==> config.mk <==
export PLATFORM = sky130hd
export DESIGN_NAME = freq_meter
export DESIGN_NICKNAME = d
export VERILOG_FILES = /design/src/rtl/freq_meter.sv
export SDC_FILE = /design/constraint.sdc
export NUM_CORES = 1
export LEC_CHECK = 0
export CAP_MARGIN = 20
export CELL_PAD_IN_SITES_DETAIL_PLACEMENT = 1
export CELL_PAD_IN_SITES_GLOBAL_PLACEMENT = 1
export CORE_MARGIN = 10
export CORE_UTILIZATION = 45
export DETAILED_ROUTE_END_ITERATION = 12
export HOLD_SLACK_MARGIN = 0.03
export PLACE_DENSITY = 0.9
export REMOVE_ABC_BUFFERS = 1
export SLEW_MARGIN = 10
export SYNTH_ARGS = -nofsm -noshare
export SYNTH_HDL_FRONTEND = slang
export SYNTH_SLANG_ARGS = --single-unit
export TNS_END_PERCENT = 5
==> constraint.sdc <==
create_clock -name clk -period 4.9 [get_ports clk]
set_clock_uncertainty 0.15 [all_clocks]
set_input_delay 0.49 -clock clk [delete_from_list [all_inputs] [get_ports clk]]
set_output_delay 0.49 -clock clk [all_outputs]
set_load 0.02 [all_outputs]
==> src/rtl/freq_meter.sv <==
// Counts rising edges of an asynchronous input over a fixed gate window of clk cycles.
// Optional period measurement between consecutive edges: define FREQ_METER_PERIOD_EN.
module freq_meter #(
    parameter int FPGA_CLK    = 50_000_000,
    parameter int GATE_CYCLES = 50_000_000,
    parameter int CNT_W       = 32
) (
    input  logic             clk,
    input  logic             rst,
    input  logic             en,
    input  logic             sig_in,
    output logic [CNT_W-1:0] freq_out,
    output logic             valid,
    output logic             ovf,
    output logic             busy
`ifdef FREQ_METER_PERIOD_EN
    ,
    output logic [CNT_W-1:0] period_out,
    output logic             period_valid
`endif
);

    localparam int GW = $clog2(GATE_CYCLES);
    localparam logic [GW-1:0] GATE_LAST = GW'(GATE_CYCLES - 1);

    typedef enum logic [1:0] {
        IDLE,
        ARM,
        MEASURE
    } state_t;

    state_t           r_state;
    logic             r_s1;
    logic             r_s2;
    logic             r_s3;
    logic [1:0]       r_arm_cnt;
    logic [GW-1:0]    r_gate_cnt;
    logic [CNT_W-1:0] r_edge_cnt;
    logic             r_sat;

    logic             w_rise;
    logic             w_at_max;
    logic             w_last;
    logic [CNT_W-1:0] w_edge_nxt;
    logic             w_sat_nxt;

    assign w_rise     = r_s2 & ~r_s3;
    assign w_at_max   = &r_edge_cnt;
    assign w_last     = (r_gate_cnt == GATE_LAST);
    assign w_edge_nxt = (w_rise && !w_at_max) ? r_edge_cnt + CNT_W'(1) : r_edge_cnt;
    assign w_sat_nxt  = r_sat | (w_rise & w_at_max);
    assign busy       = (r_state != IDLE);

    always_ff @(posedge clk) begin
        if (rst) begin
            r_s1 <= 1'b0;
            r_s2 <= 1'b0;
            r_s3 <= 1'b0;
        end else begin
            r_s1 <= sig_in;
            r_s2 <= r_s1;
            r_s3 <= r_s2;
        end
    end

    always_ff @(posedge clk) begin
        if (rst) begin
            r_state    <= IDLE;
            r_arm_cnt  <= 2'd0;
            r_gate_cnt <= '0;
            r_edge_cnt <= '0;
            r_sat      <= 1'b0;
            freq_out   <= '0;
            ovf        <= 1'b0;
            valid      <= 1'b0;
        end else begin
            valid <= 1'b0;
            unique case (r_state)
                IDLE: begin
                    r_arm_cnt  <= 2'd0;
                    r_gate_cnt <= '0;
                    r_edge_cnt <= '0;
                    r_sat      <= 1'b0;
                    if (en) r_state <= ARM;
                end
                // ARM flushes stale synchronizer contents so no phantom edge is counted
                ARM: begin
                    if (!en) begin
                        r_state   <= IDLE;
                        r_arm_cnt <= 2'd0;
                    end else if (r_arm_cnt == 2'd2) begin
                        r_state    <= MEASURE;
                        r_arm_cnt  <= 2'd0;
                        r_gate_cnt <= '0;
                        r_edge_cnt <= '0;
                        r_sat      <= 1'b0;
                    end else begin
                        r_arm_cnt <= r_arm_cnt + 2'd1;
                    end
                end
                MEASURE: begin
                    if (w_last) begin
                        freq_out   <= w_edge_nxt;
                        ovf        <= w_sat_nxt;
                        valid      <= 1'b1;
                        r_gate_cnt <= '0;
                        r_edge_cnt <= '0;
                        r_sat      <= 1'b0;
                        if (!en) r_state <= IDLE;
                    end else if (!en) begin
                        r_state    <= IDLE;
                        r_gate_cnt <= '0;
                        r_edge_cnt <= '0;
                        r_sat      <= 1'b0;
                    end else begin
                        r_gate_cnt <= r_gate_cnt + GW'(1);
                        r_edge_cnt <= w_edge_nxt;
                        r_sat      <= w_sat_nxt;
                    end
                end
                default: r_state <= IDLE;
            endcase
        end
    end

`ifdef FREQ_METER_PERIOD_EN
    logic [CNT_W-1:0] r_per_cnt;
    logic             r_per_arm;

    always_ff @(posedge clk) begin
        if (rst) begin
            r_per_cnt    <= '0;
            r_per_arm    <= 1'b0;
            period_out   <= '0;
            period_valid <= 1'b0;
        end else if (r_state != MEASURE) begin
            r_per_cnt    <= '0;
            r_per_arm    <= 1'b0;
            period_valid <= 1'b0;
        end else begin
            period_valid <= 1'b0;
            if (w_rise) begin
                if (r_per_arm) begin
                    period_out   <= r_per_cnt;
                    period_valid <= 1'b1;
                end
                r_per_arm <= 1'b1;
                r_per_cnt <= CNT_W'(1);
            end else if (r_per_arm && !(&r_per_cnt)) begin
                r_per_cnt <= r_per_cnt + CNT_W'(1);
            end
        end
    end
`endif

endmodule

==> Flow_metrics.wiki <==
{| class="wikitable"
! Metric !! Value
|-
| Run status || finished clean
|-
| Reg2reg setup slack || 1.65 ns
|-
| Static leakage || around 0.0017 uW
|-
| Height of the die || between 100 and 150 um
|-
| Setup Crit Path Kind || reg -> reg
|-
| Top_reg_cell synth || sky130_fd_sc_hd__dfxtp_1
|-
| Count leader, synth || sky130_fd_sc_hd__dfxtp_1
|-
| Cts repair resizes || 0
|-
| Multiplexer share of the synthesized area || 0.00811
|-
| TritonCTS clock tree || built
|-
| Die Wd || roughly 130 um
|-
| Category of the worst setup path launch point || flip-flop
|-
| Reg-to-Reg Start || r_edge_cnt[18]
|-
| Final worst slack || 1.65 ns
|-
| Worst Setup End Kind || flip-flop
|-
| Delay contributed by the slowest stage of the critical path || around 0.81 ns
|-
| Fill cells || 1337
|-
| Top fanout value on the critical path || 18
|-
| Count of final hold-check violations || 0
|-
| Weighted congestion reported at the end of routability-driven placement || 0.898
|-
| Total Die Area || about 16000 um2
|-
| Average wire per standard cell || 19.6 um
|-
| Pin count of the biggest net entering global routing || 49
|-
| Rows || 38
|-
| Final core utilization || 0.532
|-
| Portion of the post-synthesis area used by sequential elements || 0.393
|-
| Number of global-route vias before repair || 4923
|-
| Count of cells along the worst register-to-register path || 5
|-
| Antenna diodes || 0
|-
| Post-layout power || 1600 uW
|-
| Post-route worst hold slack || slightly above 0.3 ns
|-
| Adder-cell share of the synthesized area || 0.00492
|-
| Compound-gate portion of the synthesized area || 0.217
|-
| Warnings from Yosys || 0
|-
| Max-slew headroom || 0.316
|-
| Clock tree root buffer cell || sky130_fd_sc_hd__clkbuf_16
|-
| Crit path launch || r_edge_cnt[18]
|-
| Number of vias per cell after detailed routing || 6.40
|-
| Clock transition time at the flip-flop clock pins of the worst setup and hold paths || 0.07 ns
|-
| Number of distinct library cells after synthesis || 63
|-
| CP max-delay cell || sky130_fd_sc_hd__or4_1
|-
| Port Buf Inserts || 38
|-
| Number of buffer and inverter instances along the worst setup path || 0
|-
| Core Box Area || 10900 um2
|-
| Layout cell share with drive strength beyond 1 || 0.0762
|-
| Post-layout minimum cycle time || 3.25 ns
|-
| Buffer count from post-CTS setup fixing || 0
|-
| Worst-Skew Late Latency || 0.36 ns
|-
| Number of top-level pins || 39
|-
| HPWL after DPL || 10200 um
|-
| Leading cell types by count after synthesis || sky130_fd_sc_hd__dfxtp_1, sky130_fd_sc_hd__nor2_1, sky130_fd_sc_hd__o21ai_0
|-
| Hold Path Depth || 1
|-
| Buffer levels on the longest clock path || 2
|-
| Post-synthesis share of cell area spent on and, or, nand and nor gates || 0.263
|-
| Antenna-violating nets left || 0
|-
| Top cells by area in the synthesized netlist || sky130_fd_sc_hd__dfxtp_1, sky130_fd_sc_hd__nor2_1, sky130_fd_sc_hd__a31oi_1
|-
| Tightest Pin Transition || 1.02 ns
|-
| All-Layer GR Usage || 0.185
|-
| Yosys top cell by area || sky130_fd_sc_hd__dfxtp_1
|-
| Worst vdd ir || 0.161 mV
|-
| Logic depth of the worst path, buffers included || 5
|-
| Synth async-reset ratio || 0
|-
| Flop and latch count out of synthesis || 100
|-
| Initial antenna violation count || 0
|-
| Total Wirelength || 14800 um
|-
| Critical Path End || freq_out[5]
|-
| Max-cap violations || 0
|-
| Detailed-route DRC error count || 0
|-
| Finish-stage setup viols || 0
|-
| Remaining Overflow, GRT || 0
|-
| Post-route setup TNS || 0 ns
|-
| Share of Yosys cell area claimed by the top area cell type || 0.393
|-
| Path type of the worst min-delay path || reg -> reg
|-
| Pins Over Slew Limit || 0
|-
| Maximum level of the CTS H-tree || 3
|-
| Cells traversed along the worst timing path || nand4_1 > or4_1 > o31ai_4 > o21ai_0 > a311oi_1
|-
| Layout area overhead || 14.2%
|-
| Number of instances in the synthesized netlist || 600
|-
| Maximum clock rate || 307 MHz
|-
| Starting Density || 0.466
|-
| Post-synthesis share of cell area spent on xor and xnor gates || 0.0654
|-
| Initial DRC count || between 200 and 300
|-
| First-pass iteration count of the detailed router || 5
|-
| Number of vias in the routed layout || 4842
|-
| Number of nets in the layout || 618
|-
| Worst Path Required || 5.01 ns
|-
| First-pass GRT wire length || between 20000 and 25000 um
|-
| Synth Cell Area || 5090 um2
|-
| Capture point of the worst reg-to-reg path || freq_out[5]
|-
| Final period utilization || 0.664
|-
| Worst path arrival time || 3.37 ns
|-
| Main combinational cell family by area after synthesis || simple AND/OR/NAND/NOR gates
|-
| Number of clock buffers inserted by TritonCTS || 9
|-
| Setup repair after global routing missed its margin || no
|-
| Number of flops mapped to enable cells by yosys || 0
|-
| Clock Sink Count || 100
|-
| Cts hold-fix bufs || 0
|-
| Power Density || 274 nW/um2
|-
| Critical path's top delay family || simple AND/OR/NAND/NOR gates
|-
| Worst slack at placement || 1.49 ns
|-
| Mean Syn Cell Area || 8.49 um2
|}
## where the power goes
group / switching (uW) / leakage, uW / internal, uW / total (uW)
Sequential: 6.45 / 0.000807 / 817 / 823
Clock: 333 / 0.000147 / 400 / 732
Combinational: 27.6 / 0.000786 / 12.9 / 40.5
Total: 367 / 0.00174 / 1230 / 1600
## cell families after synthesis
kind of cell	Yosys count
mux	4
xor+xnor	38
simple gates	245
flops	100
buf+inv	55
fa+ha+maj	2
compound gates	156
## cell type report
type | instances | area [um2] | share of cell area
clock buffer | 9 | 225 | 0.0387
clock inverter | 7 | 76.3 | 0.0131
inverter | 11 | 41.3 | 0.00710
multi-input combinational | 445 | 2850 | 0.490
sequential | 100 | 2000 | 0.344
tap | 140 | 175 | 0.0301
timing repair buffer | 45 | 445 | 0.0766
## sequential cells by signal, indices dropped and copies added (netlist names)
register    count
freq_out       32
r_edge_cnt     32
r_s2            1
r_state         2
r_sat           1
r_arm_cnt       2
r_gate_cnt     26
valid           1
ovf             1
r_s3            1
r_s1            1
## through the flow
stage	instance area [um2]	instances
after floorplan	4890	556
after global placement	5490	739
after detailed placement	5490	739
after CTS	5790	755
after global routing	5810	757
final	5810	757
## layer usage
layer / routed length, um / part of all wire / GRT usage
met5: 0 / 0 / 0
met2: 7250 / 0.49 / 0.313
met1: 6430 / 0.43 / 0.220
met4: 369 / 0.025 / 0.0824
met3: 793 / 0.053 / 0.0392
## worst min-delay path by stage
| stage | to | start | slack (ns) |
|---|---|---|---|
| floorplan | r_s2 | r_s1 | 0.26 |
| global placement | r_s2 | r_s1 | 0.28 |
| detailed placement | r_s2 | r_s1 | 0.30 |
| CTS | r_s2 | r_s1 | 0.31 |
| global route | r_s2 | r_s1 | 0.34 |
| finish | r_s2 | r_s1 | 0.31 |
## cell usage in the layout (no fill, tap or decap), types with 4 or more instances in the layout
| cell | instances |
|---|---|
| sky130_fd_sc_hd__and3_1 | 14 |
| sky130_fd_sc_hd__buf_4 | 4 |
| sky130_fd_sc_hd__xnor2_1 | 21 |
| sky130_fd_sc_hd__a311oi_1 | 16 |
| sky130_fd_sc_hd__and2_1 | 6 |
| sky130_fd_sc_hd__nor2b_1 | 5 |
| sky130_fd_sc_hd__dfxtp_1 | 100 |
| sky130_fd_sc_hd__o21ai_0 | 40 |
| sky130_fd_sc_hd__inv_1 | 11 |
| sky130_fd_sc_hd__nor3_1 | 12 |
| sky130_fd_sc_hd__clkdlybuf4s50_1 | 37 |
| sky130_fd_sc_hd__nand4_1 | 25 |
| sky130_fd_sc_hd__o31a_1 | 5 |
| sky130_fd_sc_hd__nor2_1 | 66 |
| sky130_fd_sc_hd__clkbuf_16 | 9 |
| sky130_fd_sc_hd__xor2_1 | 17 |
| sky130_fd_sc_hd__nor4_1 | 8 |
| sky130_fd_sc_hd__a211oi_1 | 18 |
| sky130_fd_sc_hd__a31oi_1 | 34 |
| sky130_fd_sc_hd__and4_1 | 7 |
| sky130_fd_sc_hd__nand3_1 | 32 |
| sky130_fd_sc_hd__nand2_1 | 24 |
| sky130_fd_sc_hd__or3_1 | 17 |
| sky130_fd_sc_hd__nand2b_1 | 6 |
| sky130_fd_sc_hd__a21oi_1 | 7 |
| sky130_fd_sc_hd__a41oi_1 | 5 |
(Power assumes the default switching activity.)
